`src/rtl/instr_fetch_if.sv`:
```
// Instruction-memory req/ack port between the fetch unit (master) and memory (slave).
interface instr_fetch_if;
    logic        imem_req;
    logic [31:0] imem_addr;
    logic        imem_ack;
    logic [31:0] imem_rdata;

    modport master (
        output imem_req,
        output imem_addr,
        input  imem_ack,
        input  imem_rdata
    );

    modport slave (
        input  imem_req,
        input  imem_addr,
        output imem_ack,
        output imem_rdata
    );
endinterface

```
`src/rtl/instr_fetch.sv`:
```
// Fetch/issue unit: holds PC and IR, fetches one word per instruction over a
// req/ack port, and resolves the next PC from Jump/Branch/Zero when leaving ISSUE.
module instr_fetch #(
    parameter logic [31:0] PC_RESET = 32'h0000_0000
) (
    input  logic               clk,
    input  logic               reset,
    instr_fetch_if.master      imem,
    input  logic               Jump,
    input  logic               Branch,
    input  logic               Zero,
    input  logic               stall,
    output logic               instr_valid,
    output logic [5:0]         Opcode,
    output logic [4:0]         Rs,
    output logic [4:0]         Rt,
    output logic [4:0]         Rd,
    output logic [5:0]         Funct,
    output logic [15:0]        Imm,
    output logic [31:0]        pc,
    output logic [31:0]        pc_plus4
);

    typedef enum logic {
        FETCH = 1'b0,
        ISSUE = 1'b1
    } state_e;

    localparam logic [31:0] PC_RESET_ALIGNED = PC_RESET & 32'hFFFF_FFFC;

    state_e      state_q, state_d;
    logic [31:0] pc_q, pc_d;
    logic [31:0] ir_q, ir_d;

    logic [31:0] pc_plus4_w;
    logic [31:0] branch_offset;
    logic [31:0] next_pc;

    // State register
    always_ff @(posedge clk) begin
        if (reset) begin
            state_q <= FETCH;
            pc_q    <= PC_RESET_ALIGNED;
            ir_q    <= '0;
        end else begin
            state_q <= state_d;
            pc_q    <= pc_d;
            ir_q    <= ir_d;
        end
    end

    assign pc_plus4_w    = pc_q + 32'd4;
    assign branch_offset = {{14{ir_q[15]}}, ir_q[15:0], 2'b00};

    // Jump has priority, so an unknown Branch cannot disturb a jump target.
    always_comb begin
        next_pc = pc_plus4_w;
        if (Jump) begin
            next_pc = {pc_plus4_w[31:28], ir_q[25:0], 2'b00};
        end else if (Branch && Zero) begin
            next_pc = pc_plus4_w + branch_offset;
        end
    end

    // Next-state logic
    always_comb begin
        state_d = state_q;
        pc_d    = pc_q;
        ir_d    = ir_q;
        unique case (state_q)
            FETCH: begin
                if (imem.imem_ack) begin
                    ir_d    = imem.imem_rdata;
                    state_d = ISSUE;
                end
            end
            ISSUE: begin
                if (!stall) begin
                    pc_d    = {next_pc[31:2], 2'b00};
                    state_d = FETCH;
                end
            end
            default: state_d = FETCH;
        endcase
    end

    // Output logic
    always_comb begin
        imem.imem_req  = (state_q == FETCH);
        imem.imem_addr = pc_q;
        instr_valid    = (state_q == ISSUE);
    end

    assign Opcode   = ir_q[31:26];
    assign Rs       = ir_q[25:21];
    assign Rt       = ir_q[20:16];
    assign Rd       = ir_q[15:11];
    assign Funct    = ir_q[5:0];
    assign Imm      = ir_q[15:0];
    assign pc       = pc_q;
    assign pc_plus4 = pc_plus4_w;

endmodule

```
`src/flat_wrapper.sv`:
```
// flat-port wrapper written by rule: the top's interface ports become plain ports
module instr_fetch_flat 
#(
    parameter logic [31:0] PC_RESET = 32'h0000_0000
)
  (clk, reset, Jump, Branch, Zero, stall, instr_valid, Opcode, Rs, Rt, Rd, Funct, Imm, pc, pc_plus4, imem_imem_req, imem_imem_addr, imem_imem_ack, imem_imem_rdata);
  instr_fetch_if imem_i ();
  input  logic clk;
  input  logic reset;
  input  logic Jump;
  input  logic Branch;
  input  logic Zero;
  input  logic stall;
  output logic instr_valid;
  output logic [5:0] Opcode;
  output logic [4:0] Rs;
  output logic [4:0] Rt;
  output logic [4:0] Rd;
  output logic [5:0] Funct;
  output logic [15:0] Imm;
  output logic [31:0] pc;
  output logic [31:0] pc_plus4;
  output wire logic [$bits(imem_i.imem_req)-1:0] imem_imem_req;
  output wire logic [$bits(imem_i.imem_addr)-1:0] imem_imem_addr;
  input wire logic [$bits(imem_i.imem_ack)-1:0] imem_imem_ack;
  input wire logic [$bits(imem_i.imem_rdata)-1:0] imem_imem_rdata;
  assign imem_imem_req = imem_i.imem_req;
  assign imem_imem_addr = imem_i.imem_addr;
  assign imem_i.imem_ack = imem_imem_ack;
  assign imem_i.imem_rdata = imem_imem_rdata;
  instr_fetch #(.PC_RESET(PC_RESET)) u_core (.clk(clk), .reset(reset), .imem(imem_i), .Jump(Jump), .Branch(Branch), .Zero(Zero), .stall(stall), .instr_valid(instr_valid), .Opcode(Opcode), .Rs(Rs), .Rt(Rt), .Rd(Rd), .Funct(Funct), .Imm(Imm), .pc(pc), .pc_plus4(pc_plus4));
endmodule
```
`config.mk`:
```
export PLATFORM = sky130hd
export DESIGN_NAME = instr_fetch_flat
export DESIGN_NICKNAME = d
export VERILOG_FILES = /design/src/rtl/instr_fetch_if.sv /design/src/rtl/instr_fetch.sv /design/src/flat_wrapper.sv
export SDC_FILE = /design/constraint.sdc
export NUM_CORES = 1
export LEC_CHECK = 0
export CAP_MARGIN = 5
export CELL_PAD_IN_SITES_DETAIL_PLACEMENT = 1
export CELL_PAD_IN_SITES_GLOBAL_PLACEMENT = 1
export CORE_MARGIN = 3
export CORE_UTILIZATION = 29
export CTS_CLUSTER_SIZE = 28
export DETAILED_ROUTE_END_ITERATION = 10
export PLACE_DENSITY = 0.82
export SLEW_MARGIN = 20
export SYNTH_ARGS = -nofsm -noshare
export SYNTH_HDL_FRONTEND = slang
export SYNTH_SLANG_ARGS = --single-unit
```
`constraint.sdc`:
```
create_clock -name clk -period 4 [get_ports clk]
set_input_delay 0.8 -clock clk [delete_from_list [all_inputs] [get_ports clk]]
set_output_delay 0.8 -clock clk [all_outputs]
set_load 0.01 [all_outputs]
```
Yosys cells after proc, flatten, opt, wreduce, memory -nomap -nowiden
Cells that the tools add are included.
- add/sub/neg operators: 2
- muxes and demuxes: 5
- bitwise operators: 2
- reduce and logical (&&, ||, !) cells: 3
- operators with widths (cell ; count):
    $mux 32 ; 2
    $add 32x3->32 const B ; 1
    $add 32x32->32 ; 1
    $reduce_and 2->1 ; 2
    $mux 1 ; 2
    $not 1->1 ; 2
    $pmux 1 s2 ; 1
    $logic_and 1x1->1 ; 1
- register bits: 63
- word-level logic and storage cells: 15
- bits of input ports: 39

Longest topological paths before layout
Gate-level depths: netlist of the first run.
- depth after elaboration: 4
- depth in mapped cells: 18

Least setup slack after synthesis of the first run
OpenSTA, ideal clock, no wires.
- kind: register to register
- from: reg u_core.pc_q[2], in the netlist u_core.imem.imem_addr[2]
- to: reg u_core.pc_q[31], in the netlist u_core.imem.imem_addr[31]
- cell stages (with the launch flop): 17
- path slack: -0.157 ns
- period minus slack after synthesis: 4.157 ns
- data arrival time: 4.034 ns
- buffers on the path: 0
- cells stage by stage: dfxtp_1 ha_1 nand4_1 or2_2 nor3_2 and4_1 nand3_1 xnor2_1 ha_1 a21oi_1 nor2b_1 or4_1 a211oi_2 o211ai_1 a211oi_2 a31oi_1 mux2_1
- word-level cells in the longest chain between the ends: 4
- RTL lines (what ; RTL line ; RTL):
    start: declaration ; instr_fetch.sv:32 ; logic [31:0] pc_q, pc_d;
    start signal: assignment ; instr_fetch.sv:47 ; pc_q <= pc_d;
    $add 32x3->32 ; instr_fetch.sv:52 ; assign pc_plus4_w = pc_q + 32'd4;
    named net pc_plus4[28] ; flat_wrapper.sv:22 ; output logic [31:0] pc_plus4;
    $add 32x32->32 ; instr_fetch.sv:61 ; next_pc = pc_plus4_w + branch_offset;
    $mux 32 ; instr_fetch.sv:60 ; end else if (Branch && Zero) begin
    $mux 32 ; instr_fetch.sv:58 ; if (Jump) begin
The timed path passes the listed nets, and every way through them passes these cells.
A chain may end at the register's enable or synchronous reset.

Worst setup path after layout of the first run
- from: reg u_core.pc_q[6], in the netlist u_core.imem.imem_addr[6]
- to: reg u_core.pc_q[31], in the netlist u_core.imem.imem_addr[31]
- word-level cells in the longest chain between the ends: 4
- RTL lines (what ; RTL line):
    $add 32x3->32 * ; instr_fetch.sv:52
    $add 32x32->32 ; instr_fetch.sv:61
    $mux 32 ; instr_fetch.sv:60
    $mux 32 * ; instr_fetch.sv:58
Every way passes the cells marked *; elsewhere a longest branch is shown, timed or not.

==> flow_metrics.py, run 1 <==
metrics = {
    "run_status": {
        "status": "finished, final reports clean",
    },
    "place": {
        "io_buffers": 173,
        "gp_congestion": 0.909,
        "dpl_cell_area_mm2": 0.00712,
        "placed_cells": 1077,
        "hpwlAfterDp_mm": 15.0,
    },
    "synthesis": {
        "synth_seq_cells": 63,
        "synth.cell_area_mm2": 0.00513,
        "syn_avg_cell_area_um2": 7.33,
        "synth_top_area_share_pct": 24.6,
        "yosys.area.top_type": "dfxtp_1",
        "synth_area_leaders": "dfxtp_1 25%, nand2_1 9.7%, ha_1 8.8%, a21oi_1 8.4%, buf_4 7.0%",
        "synthArstFlopShare_pct": 0,
        "yosysWarnings": 0,
        "seq_area_frac_synth_pct": 24.6,
        "synthCells": 700,
        "synth_top_flop_cell": "dfxtp_1",
        "synth_cell_types": 66,
        "synth_edf_count": 0,
    },
    "grt": {
        "grt_usage_pct": 19.4,
        "grt_pass1_wl_mm": 30.5,
        "grt_overflow": 0,
        "grt_start_max_net_pins": 47,
        "antenna_found_initial": 0,
        "grt_pass1_vias": 5785,
    },
    "sta": {
        "drv_slew": 0,
        "relSlewSlack_pct": 36.0,
        "setup_viol": 0,
        "tightest_slew_ns": 0.960,
        "finClkSkew_ns": 0.00885,
        "rsz0062_at_grt": "yes",
        "hold_viol": 0,
        "fmax_mhz": 263,
        "period_needed_ns": 3.81,
        "post-route-period-util_pct": 95.2,
    },
    "critical_path": {
        "crit_path_start_kind": "flop",
        "arrival_ns": 4.04,
        "cp_top_family": "simple AND/OR/NAND/NOR gates",
        "cp_max_fo": 4,
        "cpMaxStageDelayCell": "or4b_4",
        "path_common_cell": "a211oi_2",
        "critPathRequiredTime_ns": 4.23,
        "slowest_delay_ns": 0.54,
        "rrSetupSlack_ns": 0.19,
        "crit_chain": "and3_1 -> nand3_1 -> or2_1 -> buf_4 -> nor2_1 -> xor2_2 -> ha_1 -> a21oi_1 -> o21ai_1 -> o41ai_2 -> o211ai_2 -> a211oi_2 -> or4b_4 -> a211oi_2 -> a31oi_1 -> mux2_1",
        "critPathBufInv": 1,
        "worstSetupPathType": "flop to flop",
        "cp-end-kind": "flop",
    },
    "cts": {
        "cts_max_path_buffers": 2,
        "clock_sinks": 63,
        "cts_root_buf": "clkbuf_16",
        "path_clk_slew_ns": 0.06,
        "post-cts-setup-buffer-count": 0,
        "cts_tree": "built",
        "cts_buffers": 9,
        "insertion_delay_ns": 0.35,
        "htree_num_levels": 3,
    },
    "power": {
        "power.density_mw_per_mm2": 260,
        "p_total_mw": 1.96,
        "total_leakage_power_nw": 2.99,
        "irDropWorstVdd_mv": 0.203,
    },
    "floorplan": {
        "ios": 180,
        "dieHeight_um": 139,
        "core_mm2": 0.0173,
        "dieArea_mm2": 0.0193,
        "initial_core_util_pct": 29.7,
        "die_w_um": 139,
        "placementRows": 48,
    },
    "final_layout": {
        "nets": 939,
        "most-common-layout-cells": "172 x clkdlybuf4s50_1, 133 x nand2_1, 85 x a21oi_1",
        "final_cells": 1093,
        "mostFrequentLayoutCell": "clkdlybuf4s50_1",
        "diodes": 0,
        "drive_above_1_share_pct": 13.1,
        "final_area_mm2": 0.00754,
        "fin_util_pct": 43.6,
        "area_delta_synth_final_pct": 46.9,
    },
    "flow_run": {
        "maxCapViolations": 0,
    },
    "drt": {
        "drtAntennaViolNets": 0,
        "wl_per_cell_um": 17.8,
        "wl_mm": 19.4,
        "drc_errors": 0,
        "drtIter0Drc": 268,
        "first_pass_iters": 4,
        "vias": 5600,
        "vias_per_cell": 5.12,
    },
    "min_path": {
        "hold_path.class": "flop to flop",
    },
}
## worst paths after layout
kind	start	to	depth (start not counted)
worst max-delay path	u_core.imem.imem_addr[6]	u_core.imem.imem_addr[31]	16
worst max register to register	u_core.imem.imem_addr[6]	u_core.imem.imem_addr[31]	16
worst min register to register	u_core.ir_q[27]	u_core.ir_q[27]	2
worst min-delay path	u_core.ir_q[27]	u_core.ir_q[27]	2
## tightest hold or removal path: cells and delay by family (launching register included)
family	cells	cell delay, ns
AO/OA/AOI/OAI	1	0.05
flip-flops	1	0.31
AND/OR/NAND/NOR	1	0.05
## layer usage
layer,GRT usage [%],up-vias,routed length [um]
met5,0,-,0
met4,5.97,0,389
met3,5.93,27,1180
met2,32.2,140,9300
met1,24.3,2710,8530
li1,-,2723,-
## where the power goes
group          switching (mW)  internal, mW  leakage [nW]
logic                   0.228         0.218          2.34
clock network           0.329         0.489         0.140
registers              0.0386         0.656         0.515
## sequential cells by signal, summed over array words and instances (netlist names)
name                   count
u_core.imem.imem_addr     30
u_core.ir_q               32
u_core.instr_valid         1
## synthesized netlist by cell type, drive strengths merged (4+ instances only)
cell	count
nor3	14
a31oi	5
nand2b	5
and2	4
a21oi	86
inv	10
a21o	10
o21bai	4
nand4	5
o21ai	20
dfxtp	63
nand3	17
nor2b	5
nand2	133
xor2	25
o211ai	28
a211oi	10
clkbuf	31
or2	4
buf	52
nor2	53
xnor2	24
ha	36
and3	11
o211a	4
## cells by family (layout without fill, tap and decap cells)
kind of cell,Yosys count,after routing,synth area share (%)
other cells,1,6,0.0731
fa+ha+maj,37,37,9.17
compound gates,190,190,23.4
simple gates,263,263,23.1
buf+inv,94,257,10.8
xor+xnor,49,49,8.36
mux,3,3,0.634
flops,63,63,24.6
## per-stage QoR
step | TNS, ns | setup slack, ns | hold slack (ns)
2_1_floorplan | 0 | 0.0167 | 0.481
3_3_place_gp | 0 | 0.158 | 0.441
3_5_place_dp | 0 | 0.0318 | 0.449
4_1_cts | 0 | 0.0123 | 0.460
5_1_grt | -0.161 | -0.0537 | 0.487
6_report | 0 | 0.193 | 0.457
## final cells by class
class                   instances  area, um^2
well taps                     225         282
fillers                      2122        9760
inverters                      11        41.3
clock buffers                   9         225
clock inverters                 7        81.3
multi-input cells             548        3480
repair buffers                230        2170
flip-flops and latches         63        1260
## what timing repair did
| action | 4_1_cts | 5_1_grt |
|---|---|---|
| setup endpoints to repair | 0 | 8 |
| resized for setup | 0 | 24 |
| hold buffers | 0 | 0 |
No activity file was read; power rests on OpenSTA's default activity.
==> inputs of run 2 (changes only) <==
--- a/config.mk
+++ b/config.mk
@@ -5,7 +5,7 @@
 export SDC_FILE = /design/constraint.sdc
 export NUM_CORES = 1
 export LEC_CHECK = 0
-export CAP_MARGIN = 5
+export CAP_MARGIN = 10
 export CELL_PAD_IN_SITES_DETAIL_PLACEMENT = 1
 export CELL_PAD_IN_SITES_GLOBAL_PLACEMENT = 1
 export CORE_MARGIN = 3
@@ -13,7 +13,9 @@
 export CTS_CLUSTER_SIZE = 28
 export DETAILED_ROUTE_END_ITERATION = 10
 export PLACE_DENSITY = 0.82
+export SETUP_SLACK_MARGIN = 0.3
 export SLEW_MARGIN = 20
 export SYNTH_ARGS = -nofsm -noshare
 export SYNTH_HDL_FRONTEND = slang
 export SYNTH_SLANG_ARGS = --single-unit
+export TNS_END_PERCENT = 1
==> run 2 against run 1 <==
Compared with the run above: utilization up 2.4 points; non-clock buffer count up 23; via count up 2.9%; critical endpoint unchanged; largest power group unchanged.
==> flow_metrics.py, run 2 (synthesis results as in run 1) <==
metrics = {
    "sta": {
        "finClkSkew_ns": 0.0145,
        "rsz0062_at_grt": "yes",
        "drv_slew": 0,
        "period_needed_ns": 3.84,
        "post-route-period-util_pct": 96.0,
        "hold_viol": 0,
        "fmax_mhz": 260,
        "tightest_slew_ns": 1.03,
        "relSlewSlack_pct": 31.3,
        "setup_viol": 0,
    },
    "drt": {
        "drc_errors": 0,
        "vias": 5762,
        "vias_per_cell": 5.17,
        "drtAntennaViolNets": 0,
        "wl_per_cell_um": 18.7,
        "first_pass_iters": 5,
        "wl_mm": 20.9,
        "drtIter0Drc": 302,
    },
    "cts": {
        "cts_tree": "built",
        "insertion_delay_ns": 0.35,
        "htree_num_levels": 3,
        "clock_sinks": 63,
        "path_clk_slew_ns": 0.06,
        "holdBufCountCts": 0,
        "cts_buffers": 9,
        "cts_max_path_buffers": 2,
        "cts_root_buf": "clkbuf_16",
    },
    "critical_path": {
        "critPathRequiredTime_ns": 4.23,
        "crit_chain": "ha_4 -> nand4_1 -> or2_4 -> nor3_4 -> and4_4 -> buf_4 -> xor2_1 -> ha_2 -> nand2_1 -> o21ai_4 -> a211oi_4 -> or4b_4 -> a211oi_2 -> a31oi_1 -> mux2_1",
        "worstSetupPathType": "flop to flop",
        "crit_path_start_kind": "flop",
        "arrival_ns": 4.08,
        "cpMaxStageDelayCell": "or4b_4",
        "slowest_delay_ns": 0.53,
        "cp-end-kind": "flop",
        "cp_max_fo": 7,
    },
    "min_path": {
        "hold_path.class": "flop to flop",
    },
    "place": {
        "gp_congestion": 0.863,
        "io_buffers": 173,
        "hpwlAfterDp_mm": 15.4,
        "placed_cells": 1082,
    },
    "power": {
        "power.density_mw_per_mm2": 247,
        "total_leakage_power_nw": 3.16,
        "irDropWorstVdd_mv": 0.185,
    },
    "grt": {
        "met2_usage_pct": 35.7,
        "met3_usage_pct": 5.07,
        "grt_pass1_vias": 6051,
        "antenna_found_initial": 0,
        "grt_usage_pct": 20.9,
        "grt_overflow": 0,
        "grt_pass1_wl_mm": 33.0,
        "busiest_layer": "met2",
        "grt_start_max_net_pins": 39,
        "groute.layer.met1.usage_pct": 26.4,
    },
    "final_layout": {
        "mostFrequentLayoutCell": "clkdlybuf4s50_1",
        "largest_register_ffs": 32,
        "nets": 962,
        "most-common-layout-cells": "172 x clkdlybuf4s50_1, 132 x nand2_1, 81 x a21oi_1",
        "final_cells": 1115,
        "area_delta_synth_final_pct": 54.9,
        "diodes": 0,
        "drive_above_1_share_pct": 19.7,
        "regMostFlops": "u_core.ir_q",
        "num-fill-cells": 2101,
        "fin_util_pct": 46.0,
    },
    "floorplan": {
        "core_mm2": 0.0173,
        "die_w_um": 139,
        "ios": 180,
        "placementRows": 48,
        "dieArea_mm2": 0.0193,
        "dieHeight_um": 139,
        "initial_core_util_pct": 29.7,
    },
    "run_status": {
        "status": "finished, final reports clean",
    },
    "flow_run": {
        "maxCapViolations": 0,
    },
}
[run 2: changes by cell type in the layout (fill, tap and decap cells not counted), moves of 4 or more]
cell	before	now
ha_1	31	26
ha_4	2	6
xnor2_1	21	17
dfxtp_1	61	56
a21oi_2	1	5
buf_4	56	80
dfxtp_4	0	4
nand3_2	1	5
a21oi_1	85	81
nand3_1	16	11
[run 2: metal layers]
layer	vias to the layer above	part of all wire, %
met3	25	6.3
met2	152	49
met1	2811	43
met5	-	0
met4	0	1.5
li1	2774	-
[run 2: path summary, 6_finish.rpt]
path	startpoint	to	slack [ns]	cells after the start
worst max-delay path	u_core.imem.imem_addr[2]	u_core.imem.imem_addr[31]	0.16	15
worst min-delay path	u_core.ir_q[30]	u_core.ir_q[30]	0.45	2
worst min register to register	u_core.ir_q[30]	u_core.ir_q[30]	0.45	2
worst max register to register	u_core.imem.imem_addr[2]	u_core.imem.imem_addr[31]	0.16	15
[run 2: through the flow]
stage	hold WS, ns	total power [mW]	area (um^2)	TNS (ns)	setup slack [ns]
after floorplan	0.481	0.940	5290	0	0.207
after global placement	0.442	1.15	7240	0	0.0187
after detailed placement	0.450	1.16	7240	-0.0314	-0.0314
after CTS	0.455	1.97	7800	0	0.175
after global routing	0.471	2.05	7950	0	0.0213
final	0.454	1.97	7950	0	0.158
[run 2: repair_timing]
item,CTS,global route
hold endpoints to repair,0,0
buffers inserted,16,2
endpoints found under the setup margin,17,21
cloned,0,0
gates resized for setup,28,23
pin swaps,24,15
[run 2: critical path, delay by kind of cell (launching register included)]
kind	cells	cell delay, ns
multiplexers	1	0.32
AND/OR/NAND/NOR	6	1.69
flip-flops	1	0.37
AO/OA/AOI/OAI	4	0.53
XOR/XNOR	1	0.09
buffers and inverters	1	0.13
adder cells (fa/ha/maj)	2	0.59
[run 2: area by class of cell]
| cell class | instances | area (um^2) | share of cell area, % |
|---|---|---|---|
| multi-input combinational | 548 | 3730 | 46.9 |
| clock buffer | 11 | 243 | 3.05 |
| sequential | 63 | 1280 | 16.1 |
| tap | 225 | 282 | 3.54 |
| inverter | 11 | 41.3 | 0.519 |
| timing repair buffer | 253 | 2330 | 29.3 |
| clock inverter | 4 | 47.5 | 0.598 |
[run 2: power by group]
group          switching [mW]  internal [mW]
sequential             0.0396          0.655
clock                   0.295          0.493
combinational           0.246          0.237
total                   0.580           1.39
